### src/rtl/rtc_sched_if.sv
// ---------------------------------------------------------------------------
// rtc_sched_if
// Handshake bundle between the RTC transaction scheduler and the 3-wire
// serial engine.
//   eng_start : one-cycle pulse starting one command+data transaction
//   eng_cmd   : RTC command byte (bit0 = 1 means read)
//   eng_wdata : write data byte
//   eng_busy  : engine is mid-transaction
//   eng_done  : one-cycle pulse, transaction finished
//   eng_rdata : read byte, valid in the eng_done cycle
// master = scheduler side, slave = engine side.
// ---------------------------------------------------------------------------
interface rtc_sched_if;
  logic       eng_start;
  logic [7:0] eng_cmd;
  logic [7:0] eng_wdata;
  logic       eng_busy;
  logic       eng_done;
  logic [7:0] eng_rdata;

  modport master (
    output eng_start, eng_cmd, eng_wdata,
    input  eng_busy, eng_done, eng_rdata
  );

  modport slave (
    input  eng_start, eng_cmd, eng_wdata,
    output eng_busy, eng_done, eng_rdata
  );
endinterface

### src/rtl/rtc_sched.sv
// ---------------------------------------------------------------------------
// rtc_sched
// Shares the DS1302-style serial engine between a periodic time read
// (seconds, minutes, hours) and a user set-time write. Writes win arbitration
// in IDLE but never preempt a running read. The three time outputs commit
// together after the last read capture.
//
// Parameters
//   POLL_DIV     : clock cycles between poll ticks (>= 2)
// Ports
//   clk, rst     : clock, synchronous active-high reset (shared with engine)
//   eng          : engine handshake (rtc_sched_if.master)
//   set_req_i    : level write request, held until set_ack_o
//   set_sec_i/set_min_i/set_hour_i : BCD values to write
//   set_ack_o    : one-cycle pulse when the write sequence completes
//   sec_o/min_o/hour_o : last committed BCD time
//   time_valid_o : one-cycle pulse when the time outputs update
//   busy_o       : a sequence is in progress
// Build option
//   RTC_SCHED_WP_EN : when defined the write sequence wraps the time writes
//                     in write-protect unlock (0x8E/0x00) and relock
//                     (0x8E/0x80); otherwise only 0x80/0x82/0x84 are written.
// ---------------------------------------------------------------------------
module rtc_sched #(
  parameter int unsigned POLL_DIV = 2500000
) (
  input  logic         clk,
  input  logic         rst,
  rtc_sched_if.master  eng,
  input  logic         set_req_i,
  input  logic [7:0]   set_sec_i,
  input  logic [7:0]   set_min_i,
  input  logic [7:0]   set_hour_i,
  output logic         set_ack_o,
  output logic [7:0]   sec_o,
  output logic [7:0]   min_o,
  output logic [7:0]   hour_o,
  output logic         time_valid_o,
  output logic         busy_o
);

  localparam int unsigned CNT_W = $clog2(POLL_DIV);
  localparam logic [CNT_W-1:0] CNT_LAST = CNT_W'(POLL_DIV - 1);

`ifdef RTC_SCHED_WP_EN
  localparam logic [2:0] WR_LAST = 3'd4;
`else
  localparam logic [2:0] WR_LAST = 3'd2;
`endif

  typedef enum logic [1:0] {S_IDLE, S_ISSUE, S_WAIT} state_t;

  // {cmd, wdata} for a given sequence step
  function automatic logic [15:0] xfer_sel(input logic wr, input logic [2:0] step,
                                           input logic [7:0] s, input logic [7:0] m,
                                           input logic [7:0] h);
    logic [15:0] x;
    x = 16'h0000;
    if (!wr) begin
      case (step)
        3'd0:    x = 16'h8100;
        3'd1:    x = 16'h8300;
        default: x = 16'h8500;
      endcase
    end else begin
`ifdef RTC_SCHED_WP_EN
      case (step)
        3'd0:    x = 16'h8E00;
        3'd1:    x = {8'h80, s & 8'h7F};
        3'd2:    x = {8'h82, m};
        3'd3:    x = {8'h84, h};
        default: x = 16'h8E80;
      endcase
`else
      case (step)
        3'd0:    x = {8'h80, s & 8'h7F};
        3'd1:    x = {8'h82, m};
        default: x = {8'h84, h};
      endcase
`endif
    end
    return x;
  endfunction

  state_t           state_q;
  logic             mode_wr_q;
  logic [2:0]       step_q;
  logic [CNT_W-1:0] cnt_q, cnt_d;
  logic             pend_q, pend_d;
  logic [7:0]       sec_sh_q, min_sh_q;
  logic             eng_start_q;
  logic [7:0]       cmd_q, wdata_q;
  logic [7:0]       sec_q, min_q, hour_q;
  logic             tv_q, ack_q, busy_q;

  logic             tick, last_step, accept, wr_done;
  logic [15:0]      first_x, next_x;

  always_comb begin
    tick      = (cnt_q == CNT_LAST);
    cnt_d     = tick ? '0 : cnt_q + CNT_W'(1);
    last_step = (step_q == (mode_wr_q ? WR_LAST : 3'd2));
    accept    = (state_q == S_IDLE) && (set_req_i || pend_q);
    wr_done   = (state_q == S_WAIT) && eng.eng_done && last_step && mode_wr_q;
    // Set beats clear: a tick landing on READ entry leaves a pending read,
    // and a finished write forces an immediate readback.
    pend_d = pend_q;
    if (accept && !set_req_i) pend_d = 1'b0;
    if (tick || wr_done)      pend_d = 1'b1;
    first_x = xfer_sel(set_req_i, 3'd0, set_sec_i, set_min_i, set_hour_i);
    next_x  = xfer_sel(mode_wr_q, step_q + 3'd1, set_sec_i, set_min_i, set_hour_i);
  end

  // IDLE and WAIT fire eng_start directly when the engine is free, so a new
  // transaction follows an accept or eng_done with no dead cycle; ISSUE only
  // holds off while the engine still reports busy.
  always_ff @(posedge clk) begin
    if (rst) begin
      state_q     <= S_IDLE;
      mode_wr_q   <= 1'b0;
      step_q      <= 3'd0;
      cnt_q       <= '0;
      pend_q      <= 1'b1;
      sec_sh_q    <= 8'h00;
      min_sh_q    <= 8'h00;
      eng_start_q <= 1'b0;
      cmd_q       <= 8'h00;
      wdata_q     <= 8'h00;
      sec_q       <= 8'h00;
      min_q       <= 8'h00;
      hour_q      <= 8'h00;
      tv_q        <= 1'b0;
      ack_q       <= 1'b0;
      busy_q      <= 1'b0;
    end else begin
      cnt_q       <= cnt_d;
      pend_q      <= pend_d;
      eng_start_q <= 1'b0;
      tv_q        <= 1'b0;
      ack_q       <= 1'b0;
      case (state_q)
        S_IDLE: begin
          if (accept) begin
            mode_wr_q        <= set_req_i;
            step_q           <= 3'd0;
            busy_q           <= 1'b1;
            {cmd_q, wdata_q} <= first_x;
            if (!eng.eng_busy) begin
              eng_start_q <= 1'b1;
              state_q     <= S_WAIT;
            end else begin
              state_q <= S_ISSUE;
            end
          end
        end
        S_ISSUE: begin
          if (!eng.eng_busy) begin
            eng_start_q <= 1'b1;
            state_q     <= S_WAIT;
          end
        end
        S_WAIT: begin
          if (eng.eng_done) begin
            if (!mode_wr_q && step_q == 3'd0) sec_sh_q <= eng.eng_rdata & 8'h7F;
            if (!mode_wr_q && step_q == 3'd1) min_sh_q <= eng.eng_rdata & 8'h7F;
            if (last_step) begin
              state_q <= S_IDLE;
              busy_q  <= 1'b0;
              if (mode_wr_q) begin
                ack_q <= 1'b1;
              end else begin
                // 24 h mode: hour keeps only the two BCD digits
                sec_q  <= sec_sh_q;
                min_q  <= min_sh_q;
                hour_q <= eng.eng_rdata & 8'h3F;
                tv_q   <= 1'b1;
              end
            end else begin
              step_q           <= step_q + 3'd1;
              {cmd_q, wdata_q} <= next_x;
              if (!eng.eng_busy) begin
                eng_start_q <= 1'b1;
                state_q     <= S_WAIT;
              end else begin
                state_q <= S_ISSUE;
              end
            end
          end
        end
        default: state_q <= S_IDLE;
      endcase
    end
  end

  assign eng.eng_start = eng_start_q;
  assign eng.eng_cmd   = cmd_q;
  assign eng.eng_wdata = wdata_q;
  assign set_ack_o     = ack_q;
  assign sec_o         = sec_q;
  assign min_o         = min_q;
  assign hour_o        = hour_q;
  assign time_valid_o  = tv_q;
  assign busy_o        = busy_q;

endmodule
### src/flat_wrapper.sv
// flat-port wrapper written by rule: the top's interface ports become plain ports
module rtc_sched_flat 
#(
  parameter int unsigned POLL_DIV = 2500000
)
  (clk, rst, set_req_i, set_sec_i, set_min_i, set_hour_i, set_ack_o, sec_o, min_o, hour_o, time_valid_o, busy_o, eng_eng_start, eng_eng_cmd, eng_eng_wdata, eng_eng_busy, eng_eng_done, eng_eng_rdata);
  rtc_sched_if eng_i ();
  input  logic clk;
  input  logic rst;
  input  logic set_req_i;
  input  logic [7:0] set_sec_i;
  input  logic [7:0] set_min_i;
  input  logic [7:0] set_hour_i;
  output logic set_ack_o;
  output logic [7:0] sec_o;
  output logic [7:0] min_o;
  output logic [7:0] hour_o;
  output logic time_valid_o;
  output logic busy_o;
  output wire logic [$bits(eng_i.eng_start)-1:0] eng_eng_start;
  output wire logic [$bits(eng_i.eng_cmd)-1:0] eng_eng_cmd;
  output wire logic [$bits(eng_i.eng_wdata)-1:0] eng_eng_wdata;
  input wire logic [$bits(eng_i.eng_busy)-1:0] eng_eng_busy;
  input wire logic [$bits(eng_i.eng_done)-1:0] eng_eng_done;
  input wire logic [$bits(eng_i.eng_rdata)-1:0] eng_eng_rdata;
  assign eng_eng_start = eng_i.eng_start;
  assign eng_eng_cmd = eng_i.eng_cmd;
  assign eng_eng_wdata = eng_i.eng_wdata;
  assign eng_i.eng_busy = eng_eng_busy;
  assign eng_i.eng_done = eng_eng_done;
  assign eng_i.eng_rdata = eng_eng_rdata;
  rtc_sched #(.POLL_DIV(POLL_DIV)) u_core (.clk(clk), .rst(rst), .eng(eng_i), .set_req_i(set_req_i), .set_sec_i(set_sec_i), .set_min_i(set_min_i), .set_hour_i(set_hour_i), .set_ack_o(set_ack_o), .sec_o(sec_o), .min_o(min_o), .hour_o(hour_o), .time_valid_o(time_valid_o), .busy_o(busy_o));
endmodule
### config.mk
export PLATFORM = sky130hd
export DESIGN_NAME = rtc_sched_flat
export DESIGN_NICKNAME = d
export VERILOG_FILES = /design/src/rtl/rtc_sched_if.sv /design/src/rtl/rtc_sched.sv /design/src/flat_wrapper.sv
export SDC_FILE = /design/constraint.sdc
export NUM_CORES = 1
export LEC_CHECK = 0
export ABC_AREA = 1
export BUFFER_PORTS_ARGS = -buffer_cell sky130_fd_sc_hd__buf_2
export CORE_ASPECT_RATIO = 0.6
export CORE_UTILIZATION = 58
export DETAILED_ROUTE_END_ITERATION = 7
export PLACE_DENSITY = 0.85
export SLEW_MARGIN = 5
export SYNTH_ARGS = -nofsm -noshare
export SYNTH_HDL_FRONTEND = slang
export SYNTH_SLANG_ARGS = --single-unit
### constraint.sdc
create_clock -name clk -period 5.23 [get_ports clk]
set_clock_uncertainty 0.2 [all_clocks]
set_input_delay 0.2615 -clock clk [delete_from_list [all_inputs] [get_ports clk]]
set_output_delay 0.2615 -clock clk [all_outputs]
set_load 0.01 [all_outputs]
-- After elaboration in Yosys (flattened, before gate mapping)
Index checks and enable logic that the tools add are counted.
W data, S select, Z words.
- flip-flop bits (word level): 83
- bits in latches: 0
- memory bits (writable): 0
- ROM bits: 0
- input bits: 37
- output and inout bits: 44
- logic and storage cells: 91
- memories kept: 0
- add/subtract/negate cells: 2
- multipliers: 0
- divide/modulo/power cells: 0
- $lt $le $gt $ge: 0
- equal/unequal tests: 11
- shift operators: 0
- mux-type cells: 33
- bitwise logic cells: 4
- reduce and logical (&&, ||, !) cells: 25
- operators by type and width (operator ; count):
    $mux W8 ; 6
    $pmux W11 S2 ; 2
    $pmux W8 S2 ; 2
    $add A22 B1 Y22 const B ; 1
    $eq A22 B22 Y1 const B ; 1
    $mux W16 ; 1
    $reduce_and A4 Y1 ; 3
    $mux W2 ; 5
    $mux W1 ; 9
    $mux W3 ; 3
    $mux W9 ; 1
    $reduce_and A3 Y1 ; 3
    $logic_and A1 B1 Y1 ; 7
    $eq A3 B1 Y1 const B ; 2
    $logic_not A3 Y1 ; 2
    $ne A2 B2 Y1 const B ; 3
    $pmux W2 S3 ; 1
    $pmux W3 S2 ; 1
    $ne A2 B1 Y1 const B ; 2
    $not A1 Y1 ; 4
    $reduce_or A2 Y1 ; 2
    $reduce_or A4 Y1 ; 1
    $add A3 B1 Y3 const B ; 1
    $eq A3 B2 Y1 const B ; 1
    other kinds (9) ; 11

-- Logic depth before layout (Yosys ltp)
Gate-level depths: netlist (run 1).
- depth after elaboration: 7
- depth in mapped cells: 10
- depth with buffers taken out: 10

-- Worst setup path after synthesis (run 1)
No wires, ideal clock.
- path type: reg-to-reg
- start: register u_core.step_q[0]
- end: register u_core.sec_sh_q[0]
- setup time: 0.116 ns
- arrival: 1.348 ns
- data required time: 4.914 ns
- setup slack: 3.565 ns
- cell stages (with the launch flop): 7
- path buffers: 1
- cells stage by stage: dfxtp_1 > inv_1 > ha_1 > clkbuf_1 > nand4_1 > o21ai_0 > nor2_1
- longest elaborated chain between the ends: 3
- RTL lines (what ; line ; RTL):
    from (decl) ; rtc_sched.sv:87 ; logic [2:0] step_q;
    from (signal assigned) ; rtc_sched.sv:179 ; step_q <= step_q + 3'd1;
    $logic_not A3 Y1 ; rtc_sched.sv:164 ; if (!mode_wr_q && step_q == 3'd0) sec_sh_q <= eng.eng_rdata & 8'h7F;
    $logic_and A1 B1 Y1 ; rtc_sched.sv:164 ;
    $reduce_and A3 Y1 (no line) ; n/a ;
    to (signal assigned) ; rtc_sched.sv:164 ;
    to (decl) ; rtc_sched.sv:90 ; logic [7:0] sec_sh_q, min_sh_q;
Every way passes these cells.
A chain may end at the register's enable or synchronous reset.

-- Final worst setup path (run 1)
- start: register u_core.cnt_q[0]
- end: register u_core.cnt_q[21]
- longest elaborated chain between the ends: 2
- RTL lines (what ; line ; RTL):
    from (decl) ; rtc_sched.sv:88 ; logic [CNT_W-1:0] cnt_q, cnt_d;
    from (signal assigned) ; rtc_sched.sv:136 ; cnt_q <= cnt_d;
    branches (longest 2 deep; another with $add A22 B1 Y22) ; n/a ;
Several ways; the timed one is not identified.

==> results of run 1 <==
-- worst min-delay path, cell delays in order --
cell and delay, ns:
sky130_fd_sc_hd__buf_2 0.08, sky130_fd_sc_hd__nand2_1 0.04, sky130_fd_sc_hd__nand2_1 0.05, sky130_fd_sc_hd__nor2_1 0.04, sky130_fd_sc_hd__nor2_1 0.07
-- cell usage after synthesis (2+ instances only) --
master                       n  area share [%]
sky130_fd_sc_hd__a21oi_1    24             3.3
sky130_fd_sc_hd__buf_2       4            0.56
sky130_fd_sc_hd__buf_4      10             2.1
sky130_fd_sc_hd__clkbuf_1    8            0.83
sky130_fd_sc_hd__dfxtp_1    79              44
sky130_fd_sc_hd__ha_1        6             2.1
sky130_fd_sc_hd__inv_1      30             3.1
sky130_fd_sc_hd__inv_2      12             1.3
sky130_fd_sc_hd__nand2_1    81             8.4
sky130_fd_sc_hd__nand2_2     2            0.35
sky130_fd_sc_hd__nand3_1    36             5.0
sky130_fd_sc_hd__nand3b_1    2            0.42
sky130_fd_sc_hd__nand4_1     8             1.4
sky130_fd_sc_hd__nor2_1    120              13
sky130_fd_sc_hd__nor2_2      3            0.52
sky130_fd_sc_hd__nor3_1      3            0.42
sky130_fd_sc_hd__o21ai_0    29             4.0
sky130_fd_sc_hd__o21ai_1    24             3.3
sky130_fd_sc_hd__o21ai_2     2            0.49
sky130_fd_sc_hd__or2_2       2            0.35
sky130_fd_sc_hd__xnor2_1     2            0.49
sky130_fd_sc_hd__xor2_1      7             1.7
-- worst paths after layout --
check	from	endpoint	slack (ns)	cells past startpoint
setup reg to reg	u_core.cnt_q[0]$_SDFF_PP0_	u_core.cnt_q[21]$_SDFF_PP0_	2.97	8
hold reg to reg	u_core.cnt_q[0]$_SDFF_PP0_	u_core.cnt_q[0]$_SDFF_PP0_	0.26	1
setup / recovery	u_core.cnt_q[0]$_SDFF_PP0_	u_core.cnt_q[21]$_SDFF_PP0_	2.97	8
hold / removal	set_sec_i[3]	u_core.eng.eng_wdata[3]$_SDFFE_PP0P_	0.02	5
-- flip-flops by register name, summed over array words and instances (netlist names), 2 cells and up --
name and flops:
u_core.state_q 2, u_core.min_o 7, u_core.eng.eng_cmd 4, u_core.min_sh_q 7, u_core.sec_o 7, u_core.hour_o 6, u_core.cnt_q 22, u_core.eng.eng_wdata 8
u_core.sec_sh_q 7, u_core.step_q 3
-- metrics by stage --
stage	area (µm²)	hold WS (ns)	power [mW]	utilization (%)
6_report	4210	0.0199	1.37	72.8
5_1_grt	4210	0.0279	1.44	72.8
4_1_cts	4210	0.0128	1.37	72.8
3_5_place_dp	3940	0.246	0.896	68.1
3_3_place_gp	3940	0.227	0.886	68.1
2_1_floorplan	3630	0.210	0.836	-
-- power by group --
group          leakage, nW  internal (mW)  switching (mW)  total, mW
Sequential           0.641          0.633          0.0235      0.656
Combinational        0.996         0.0820           0.152      0.234
Clock                0.102          0.232           0.248      0.480
Total                 1.74          0.947           0.424       1.37
-- layer usage --
| metal | track usage [%] | share of wire (%) | vias to the layer above |
|---|---|---|---|
| met5 | 0 | 0 | - |
| met4 | 8.21 | 1.3 | 0 |
| met3 | 7.82 | 9.8 | 14 |
| met2 | 43.5 | 43 | 174 |
| met1 | 37.6 | 46 | 1551 |
| li1 | - | - | 1756 |
-- logic make-up after synthesis --
logic type | Yosys count | share of synthesized area [%]
compound gates | 83 | 12.0
xor+xnor | 9 | 2.19
fa+ha+maj | 6 | 2.08
buf+inv | 66 | 8.30
flops | 79 | 43.9
other cells | 1 | 0.104
simple gates | 263 | 31.4
-- final cells by class --
| class | instances | share of cell area [%] |
|---|---|---|
| Tap cell | 80 | 2.38 |
| Inverter | 42 | 3.75 |
| Clock buffer | 9 | 2.94 |
| Sequential cell | 79 | 37.6 |
| Multi-Input combinational cell | 369 | 41.5 |
| Timing Repair Buffer | 76 | 9.75 |
| Clock inverter | 7 | 2.08 |
==> impl_table.tex, run 1 <==
\begin{tabular}{lr}
\hline
Metric & Value \\
\hline
\multicolumn{2}{l}{\textbf{Clock tree}} \\
\quad Number of gates given a new drive strength after cts & 0 \\
\quad Number of H-tree branching levels & 3 \\
\quad TritonCTS clock tree & built \\
\quad CTS Root Buffer Type & sky130\_fd\_sc\_hd\_\_clkbuf\_8 \\
\quad Clock insertion delay at the later pin of the skew report & $\sim$0.36 ns \\
\quad Post-CTS setup-driven buffer insertion count & 0 \\
\quad Max Buffers Root-to-Sink & 2 \\
\quad Total clock sinks & between 70 and 80 \\
\quad Hold-fix buffers, CTS & 6 \\
\quad CTS buffer count & 9 \\
\quad Clk pin slew, worst setup/hold paths & roughly 0.09 ns \\
\multicolumn{2}{l}{\textbf{STA}} \\
\quad Number of hold violations in the final report & 0 \\
\quad Unrepaired setup endpoints after global routing & false \\
\quad Max-slew violation count & 0 \\
\quad \# setup viols final & 0 \\
\quad Max Clock Freq & 443 MHz \\
\quad Rel. slew slack & approximately 32\% \\
\quad Min Clock Period, post-route & roughly 2.3 ns \\
\quad Worst Max-Slew Pin Slew & between 1 and 1.5 ns \\
\quad Post-layout worst setup margin & 2.97 ns \\
\quad Total Neg Setup Slack & 0 ns \\
\quad Period Utilization, post-route & between 40\% and 50\% \\
\multicolumn{2}{l}{\textbf{Run}} \\
\quad MaxCap Viol Count & 0 \\
\multicolumn{2}{l}{\textbf{Setup path}} \\
\quad Slowest stage delay, CP & 0.56 ns \\
\quad Critical Path AT & around 2.3 ns \\
\quad CP delay by family, top & simple AND/OR/NAND/NOR gates \\
\quad Cell-by-cell trace of the critical path & ha\_1 > inv\_1 > nor2\_2 > inv\_2 > nor2\_1 > nand3\_1 > nand2\_1 > nor2\_1 \\
\quad Cell with the largest stage delay on the worst path & sky130\_fd\_sc\_hd\_\_nand2\_1 \\
\quad Most frequent cell on the critical path & sky130\_fd\_sc\_hd\_\_nor2\_1 \\
\quad Critical path class & reg2reg \\
\quad Critical path data required time & between 5 and 6 ns \\
\quad Crit. End Element & flop \\
\quad Maximum fanout along the worst path & 22 \\
\quad Category of the worst setup path launch point & flop \\
\quad Count of buffer and inverter cells on the critical path & 2 \\
\multicolumn{2}{l}{\textbf{Placement}} \\
\quad Detailed Place HPWL & a little over 6000 µm \\
\quad Total of buffers placed on input and output ports & 70 \\
\quad Cell Count Post-Placement & 640 \\
\quad Global placement routability congestion & $\sim$0.90 \\
\quad Setup slack at placement & around 2.7 ns \\
\multicolumn{2}{l}{\textbf{GRT}} \\
\quad Total global routing track utilization & $\sim$28\% \\
\quad First-pass GRT wire length & $\sim$14,000 µm \\
\quad Pin count of the biggest net entering global routing & between 40 and 50 \\
\quad Congestion Overflow GR & 0 \\
\quad Initial antenna violation count & 0 \\
\quad Vias in the first global route & 3,075 \\
\multicolumn{2}{l}{\textbf{Route}} \\
\quad Average wire per standard cell & 13.1 µm \\
\quad Antenna violation net count after detailed routing & 0 \\
\quad Total number of vias & 3,495 \\
\quad First drt pass iteration count & 5 \\
\quad Post-detailed-route DRC marker count & 0 \\
\quad Routed vias/inst & 5.28 \\
\quad Final wirelength & between 8000 and 9000 µm \\
\quad Number of DRC markers after the initial detailed-route iteration & 269 \\
\multicolumn{2}{l}{\textbf{Finish}} \\
\quad Fraction of layout cells with a size suffix above 1 & roughly a fifth \\
\quad Commonest cells after routing, fill and taps aside & sky130\_fd\_sc\_hd\_\_nor2\_1, sky130\_fd\_sc\_hd\_\_nand2\_1, sky130\_fd\_sc\_hd\_\_dfxtp\_1, sky130\_fd\_sc\_hd\_\_buf\_2, sky130\_fd\_sc\_hd\_\_nand3\_1 \\
\quad Area of the multi-input gates & between 0.0015 and 0.002 mm² \\
\quad Sequential standard cell area & between 0.0015 and 0.002 mm² \\
\quad Syn-to-layout area delta & 16.9\% \\
\quad Fillers & about 470 \\
\quad Final net count & 620 \\
\quad Non-filler cells in the finished layout & between 600 and 700 \\
\quad Diode count & 0 \\
\quad Most common cell after layout, fill and taps aside & sky130\_fd\_sc\_hd\_\_nor2\_1 \\
\multicolumn{2}{l}{\textbf{Status}} \\
\quad Result of the run & finished, final reports clean \\
\multicolumn{2}{l}{\textbf{Synthesis}} \\
\quad Number of synthesized register bits & 79 \\
\quad Post-synthesis cell area & 0.00360 mm² \\
\quad Share of the yosys chip area belonging to registers & a little over two fifths \\
\quad Number of instances in the synthesized netlist & roughly 510 \\
\quad Number of enable flip-flop cells after synthesis & 0 \\
\quad Synthesized area per cell & 7.10 µm² \\
\quad Fraction of registers with async set/reset & 0\% \\
\quad Ys Warns & 0 \\
\quad Distinct cell type count of the synthesized netlist & 35 \\
\quad Most used flip-flop cell after synthesis & sky130\_fd\_sc\_hd\_\_dfxtp\_1 \\
\multicolumn{2}{l}{\textbf{Die}} \\
\quad Placeable core region & about 0.0058 mm² \\
\quad \# IOs & 81 \\
\quad Horiz. Die Dim & 104 µm \\
\quad Initial standard-cell utilization of the core & 62.3\% \\
\quad Row count & 21 \\
\quad Overall die area & around 0.0065 mm² \\
\quad Chip Height & 63.0 µm \\
\multicolumn{2}{l}{\textbf{Power}} \\
\quad Power density cells & around 330 mW/mm² \\
\quad Leak & between 1.5 and 2 nW \\
\quad Worst VDD drop & between 0.2 and 0.25 mV \\
\multicolumn{2}{l}{\textbf{Hold path}} \\
\quad Path type of the worst min-delay path & in2reg \\
\hline
\end{tabular}
(Power assumes the default switching activity.)
==> run 2: changes to the inputs <==
--- a/config.mk
+++ b/config.mk
@@ -8,9 +8,9 @@
 export ABC_AREA = 1
 export BUFFER_PORTS_ARGS = -buffer_cell sky130_fd_sc_hd__buf_2
 export CORE_ASPECT_RATIO = 0.6
-export CORE_UTILIZATION = 58
+export CORE_UTILIZATION = 54
 export DETAILED_ROUTE_END_ITERATION = 7
-export PLACE_DENSITY = 0.85
+export PLACE_DENSITY = 0.8
 export SLEW_MARGIN = 5
 export SYNTH_ARGS = -nofsm -noshare
 export SYNTH_HDL_FRONTEND = slang
==> constraint.sdc (replaced) <==
create_clock -name clk -period 2.3 [get_ports clk]
set_clock_uncertainty 0.2 [all_clocks]
set_input_delay 0.115 -clock clk [delete_from_list [all_inputs] [get_ports clk]]
set_output_delay 0.115 -clock clk [all_outputs]
set_load 0.01 [all_outputs]
==> run 2 against run 1 <==
  * Wire length increased by 7.6%
  * Via count grew 2.4%
  * Die area rose by 7.2%
  * Worst hold slack improved by 0.23 ns
  * Combinational power rose by 150%
  * Clock power is 110% higher
  * Final area increased by 7.0%
  * Largest power group unchanged
  * Highest routed layer unchanged
==> impl_table.tex, run 2 (same netlist as run 1, synthesis figures left out) <==
\begin{tabular}{lr}
\hline
Metric & Value \\
\hline
\multicolumn{2}{l}{\textbf{Die}} \\
\quad Row count & 22 (+4.8\%) \\
\quad Overall die area & 0.00701 mm² (+7.2\%) \\
\quad Chip Height & 65.3 µm (+3.5\%) \\
\quad Horiz. Die Dim & 107 µm (+3.6\%) \\
\quad Initial standard-cell utilization of the core & 57.4\% (-4.9 points) \\
\quad \# IOs & 81 (unchanged) \\
\quad Placeable core region & 0.00628 mm² (+8.6\%) \\
\multicolumn{2}{l}{\textbf{Route}} \\
\quad Number of DRC markers after the initial detailed-route iteration & 274 (+1.9\%) \\
\quad Post-detailed-route DRC marker count & 0 (unchanged) \\
\quad Antenna violation net count after detailed routing & 0 (unchanged) \\
\quad Routed vias/inst & 5.13 (-2.9\%) \\
\quad Average wire per standard cell & 13.4 µm (+2.1\%) \\
\quad Total number of vias & 3,578 (+2.4\%) \\
\quad Final wirelength & 9330 µm (+7.6\%) \\
\quad First drt pass iteration count & 5 (unchanged) \\
\multicolumn{2}{l}{\textbf{Setup path}} \\
\quad Critical R2R Launch & u\_core.step\_q[0]\$\_SDFFE\_PP0P\_ \\
\quad Critical path data required time & 2.35 ns (-2.90 ns) \\
\quad Critical Path AT & 2.09 ns (-0.19 ns) \\
\quad Critical path class & reg2reg \\
\quad Endpoint of the worst register-to-register path & u\_core.sec\_o[3]\$\_SDFFE\_PP0P\_ \\
\quad Register-to-Register Path Depth & 8 (unchanged) \\
\quad Crit. End Element & flop \\
\quad Worst reg2reg setup slack & 0.25 ns (-2.72 ns) \\
\quad Category of the worst setup path launch point & flop \\
\quad Maximum fanout along the worst path & 22 (unchanged) \\
\multicolumn{2}{l}{\textbf{Power}} \\
\quad Final Total Pwr & 3.07 mW (+120\%) \\
\quad Leak & 1.86 nW (+7.2\%) \\
\quad Worst VDD drop & 0.405 mV (+99\%) \\
\quad Power density cells & 682 mW/mm² (+110\%) \\
\multicolumn{2}{l}{\textbf{STA}} \\
\quad Period Utilization, post-route & 89.0\% (+46 points) \\
\quad Max Clock Freq & 489 MHz (+10\%) \\
\quad Total Neg Setup Slack & 0 ns (unchanged) \\
\quad Min Clock Period, post-route & 2.05 ns (-0.211 ns) \\
\quad Unrepaired setup endpoints after global routing & false \\
\quad Number of hold violations in the final report & 0 (unchanged) \\
\quad Max-slew violation count & 0 (unchanged) \\
\quad \# setup viols final & 0 (unchanged) \\
\multicolumn{2}{l}{\textbf{GRT}} \\
\quad Initial antenna violation count & 0 (unchanged) \\
\quad Total global routing track utilization & 28.2\% (+0.43 points) \\
\quad Vias in the first global route & 3,252 (+5.8\%) \\
\quad First-pass GRT wire length & 15,300 µm (+6.7\%) \\
\quad Congestion Overflow GR & 0 (unchanged) \\
\quad Pin count of the biggest net entering global routing & 42 (-4.5\%) \\
\multicolumn{2}{l}{\textbf{Clock tree}} \\
\quad CTS Root Buffer Type & sky130\_fd\_sc\_hd\_\_clkbuf\_8 \\
\quad CTS buffer count & 9 (unchanged) \\
\quad Total clock sinks & 79 (unchanged) \\
\quad Clk pin slew, worst setup/hold paths & 0.09 ns (about the same) \\
\quad Max Buffers Root-to-Sink & 2 (unchanged) \\
\quad Number of H-tree branching levels & 3 (unchanged) \\
\quad TritonCTS clock tree & built \\
\quad Clock insertion delay at the later pin of the skew report & 0.35 ns (about the same) \\
\multicolumn{2}{l}{\textbf{Finish}} \\
\quad Diode count & 0 (unchanged) \\
\quad Final net count & 652 (+5.2\%) \\
\quad Fraction of layout cells with a size suffix above 1 & 18.9\% (-0.35 points) \\
\quad Register with the highest flop count & u\_core.cnt\_q \\
\quad Final design utilization & 71.8\% (-1.0 points) \\
\quad Syn-to-layout area delta & 25.1\% \\
\quad Max FFs per register & 22 (unchanged) \\
\quad Commonest cells after routing, fill and taps aside & sky130\_fd\_sc\_hd\_\_nor2\_1, sky130\_fd\_sc\_hd\_\_nand2\_1, sky130\_fd\_sc\_hd\_\_dfxtp\_1, sky130\_fd\_sc\_hd\_\_buf\_2, sky130\_fd\_sc\_hd\_\_nand3\_1 \\
\quad Most common cell after layout, fill and taps aside & sky130\_fd\_sc\_hd\_\_nor2\_1 \\
\quad Fillers & 508 (+9.0\%) \\
\multicolumn{2}{l}{\textbf{Hold path}} \\
\quad Path type of the worst min-delay path & reg2reg \\
\quad Source of the worst hold timing path & u\_core.cnt\_q[0]\$\_SDFF\_PP0\_ \\
\quad Hold path cells & 1 (-4) \\
\quad Hold Path End & u\_core.cnt\_q[0]\$\_SDFF\_PP0\_ \\
\multicolumn{2}{l}{\textbf{Run}} \\
\quad MaxCap Viol Count & 0 (unchanged) \\
\multicolumn{2}{l}{\textbf{Placement}} \\
\quad Global placement routability congestion & 0.915 (+1.1\%) \\
\quad Detailed Place HPWL & 6110 µm (-0.13\%) \\
\quad Total of buffers placed on input and output ports & 70 (unchanged) \\
\multicolumn{2}{l}{\textbf{Status}} \\
\quad Result of the run & finished, final reports clean \\
\hline
\end{tabular}
-- run 2: cell types whose count changed in the layout (fill, tap and decap cells not counted), sizes merged --
cell and delta:
buf +4, dlygate4sd3 +28, clkinv +1, clkbuf +1
inv -1, bufinv -1
-- run 2: report_power, final --
part	internal, mW	total, mW	switching (mW)
logic	0.224	0.582	0.358
clock network	0.438	0.995	0.557
registers	1.44	1.49	0.0550
total	2.10	3.07	0.970
-- run 2: critical path, stage by stage, from the launching register on --
cell,delay (ns)
sky130_fd_sc_hd__dfxtp_1,0.43
sky130_fd_sc_hd__inv_1,0.11
sky130_fd_sc_hd__ha_1,0.21
sky130_fd_sc_hd__nand2_1,0.11
sky130_fd_sc_hd__nor2_1,0.08
sky130_fd_sc_hd__nand2_2,0.34
sky130_fd_sc_hd__inv_4,0.19
sky130_fd_sc_hd__nor2_1,0.18
sky130_fd_sc_hd__nor2_1,0.08
-- run 2: cell type report --
cell class	count	area, µm²	share of cell area (%)
well taps	84	105	2.33
flip-flops and latches	79	1580	35.1
repair buffers	108	721	16.0
inverters	42	160	3.56
multi-input cells	369	1750	38.8
clock inverters	6	52.6	1.17
clock buffers	10	138	3.06
-- run 2: worst max-delay path by stage --
stage	startpoint	endpoint	depth (start not counted)
finish	u_core.step_q[0]$_SDFFE_PP0P_	u_core.sec_o[3]$_SDFFE_PP0P_	8
floorplan	u_core.step_q[0]$_SDFFE_PP0P_	u_core.sec_sh_q[0]$_SDFFE_PP0P_	6
detailed placement	u_core.step_q[0]$_SDFFE_PP0P_	u_core.sec_o[5]$_SDFFE_PP0P_	8
CTS	u_core.step_q[0]$_SDFFE_PP0P_	u_core.sec_o[5]$_SDFFE_PP0P_	8
global route	u_core.step_q[0]$_SDFFE_PP0P_	u_core.sec_o[3]$_SDFFE_PP0P_	8
global placement	u_core.step_q[0]$_SDFFE_PP0P_	u_core.hour_o[3]$_SDFFE_PP0P_	8
-- run 2: repair_timing --
item                                    CTS  global route
hold buffers                             34             0
buffers inserted                          0             0
endpoints found under the hold margin    36             0
endpoints found under the setup margin    0             1
resized for setup                         0             2
-- run 2: per-stage QoR --
step           setup slack (ns)  hold slack, ns  instances  area (µm²)
3_3_place_gp              0.390           0.192        648        3970
4_1_cts                   0.223           0.251        698        4500
6_report                  0.254           0.249        698        4500
5_1_grt                  0.0916           0.279        698        4500
2_1_floorplan             0.635          0.0630        514        3630
3_5_place_dp              0.247           0.202        648        3970
-- run 2: metal layers --
layer / GRT usage (%) / up-vias / share of wire [%]
li1: - / 1817 / -
met1: 37.5 / 1590 / 47
met2: 44.3 / 148 / 43
met3: 6.94 / 23 / 7.7
met4: 11.5 / 0 / 2.1
met5: 0 / - / 0
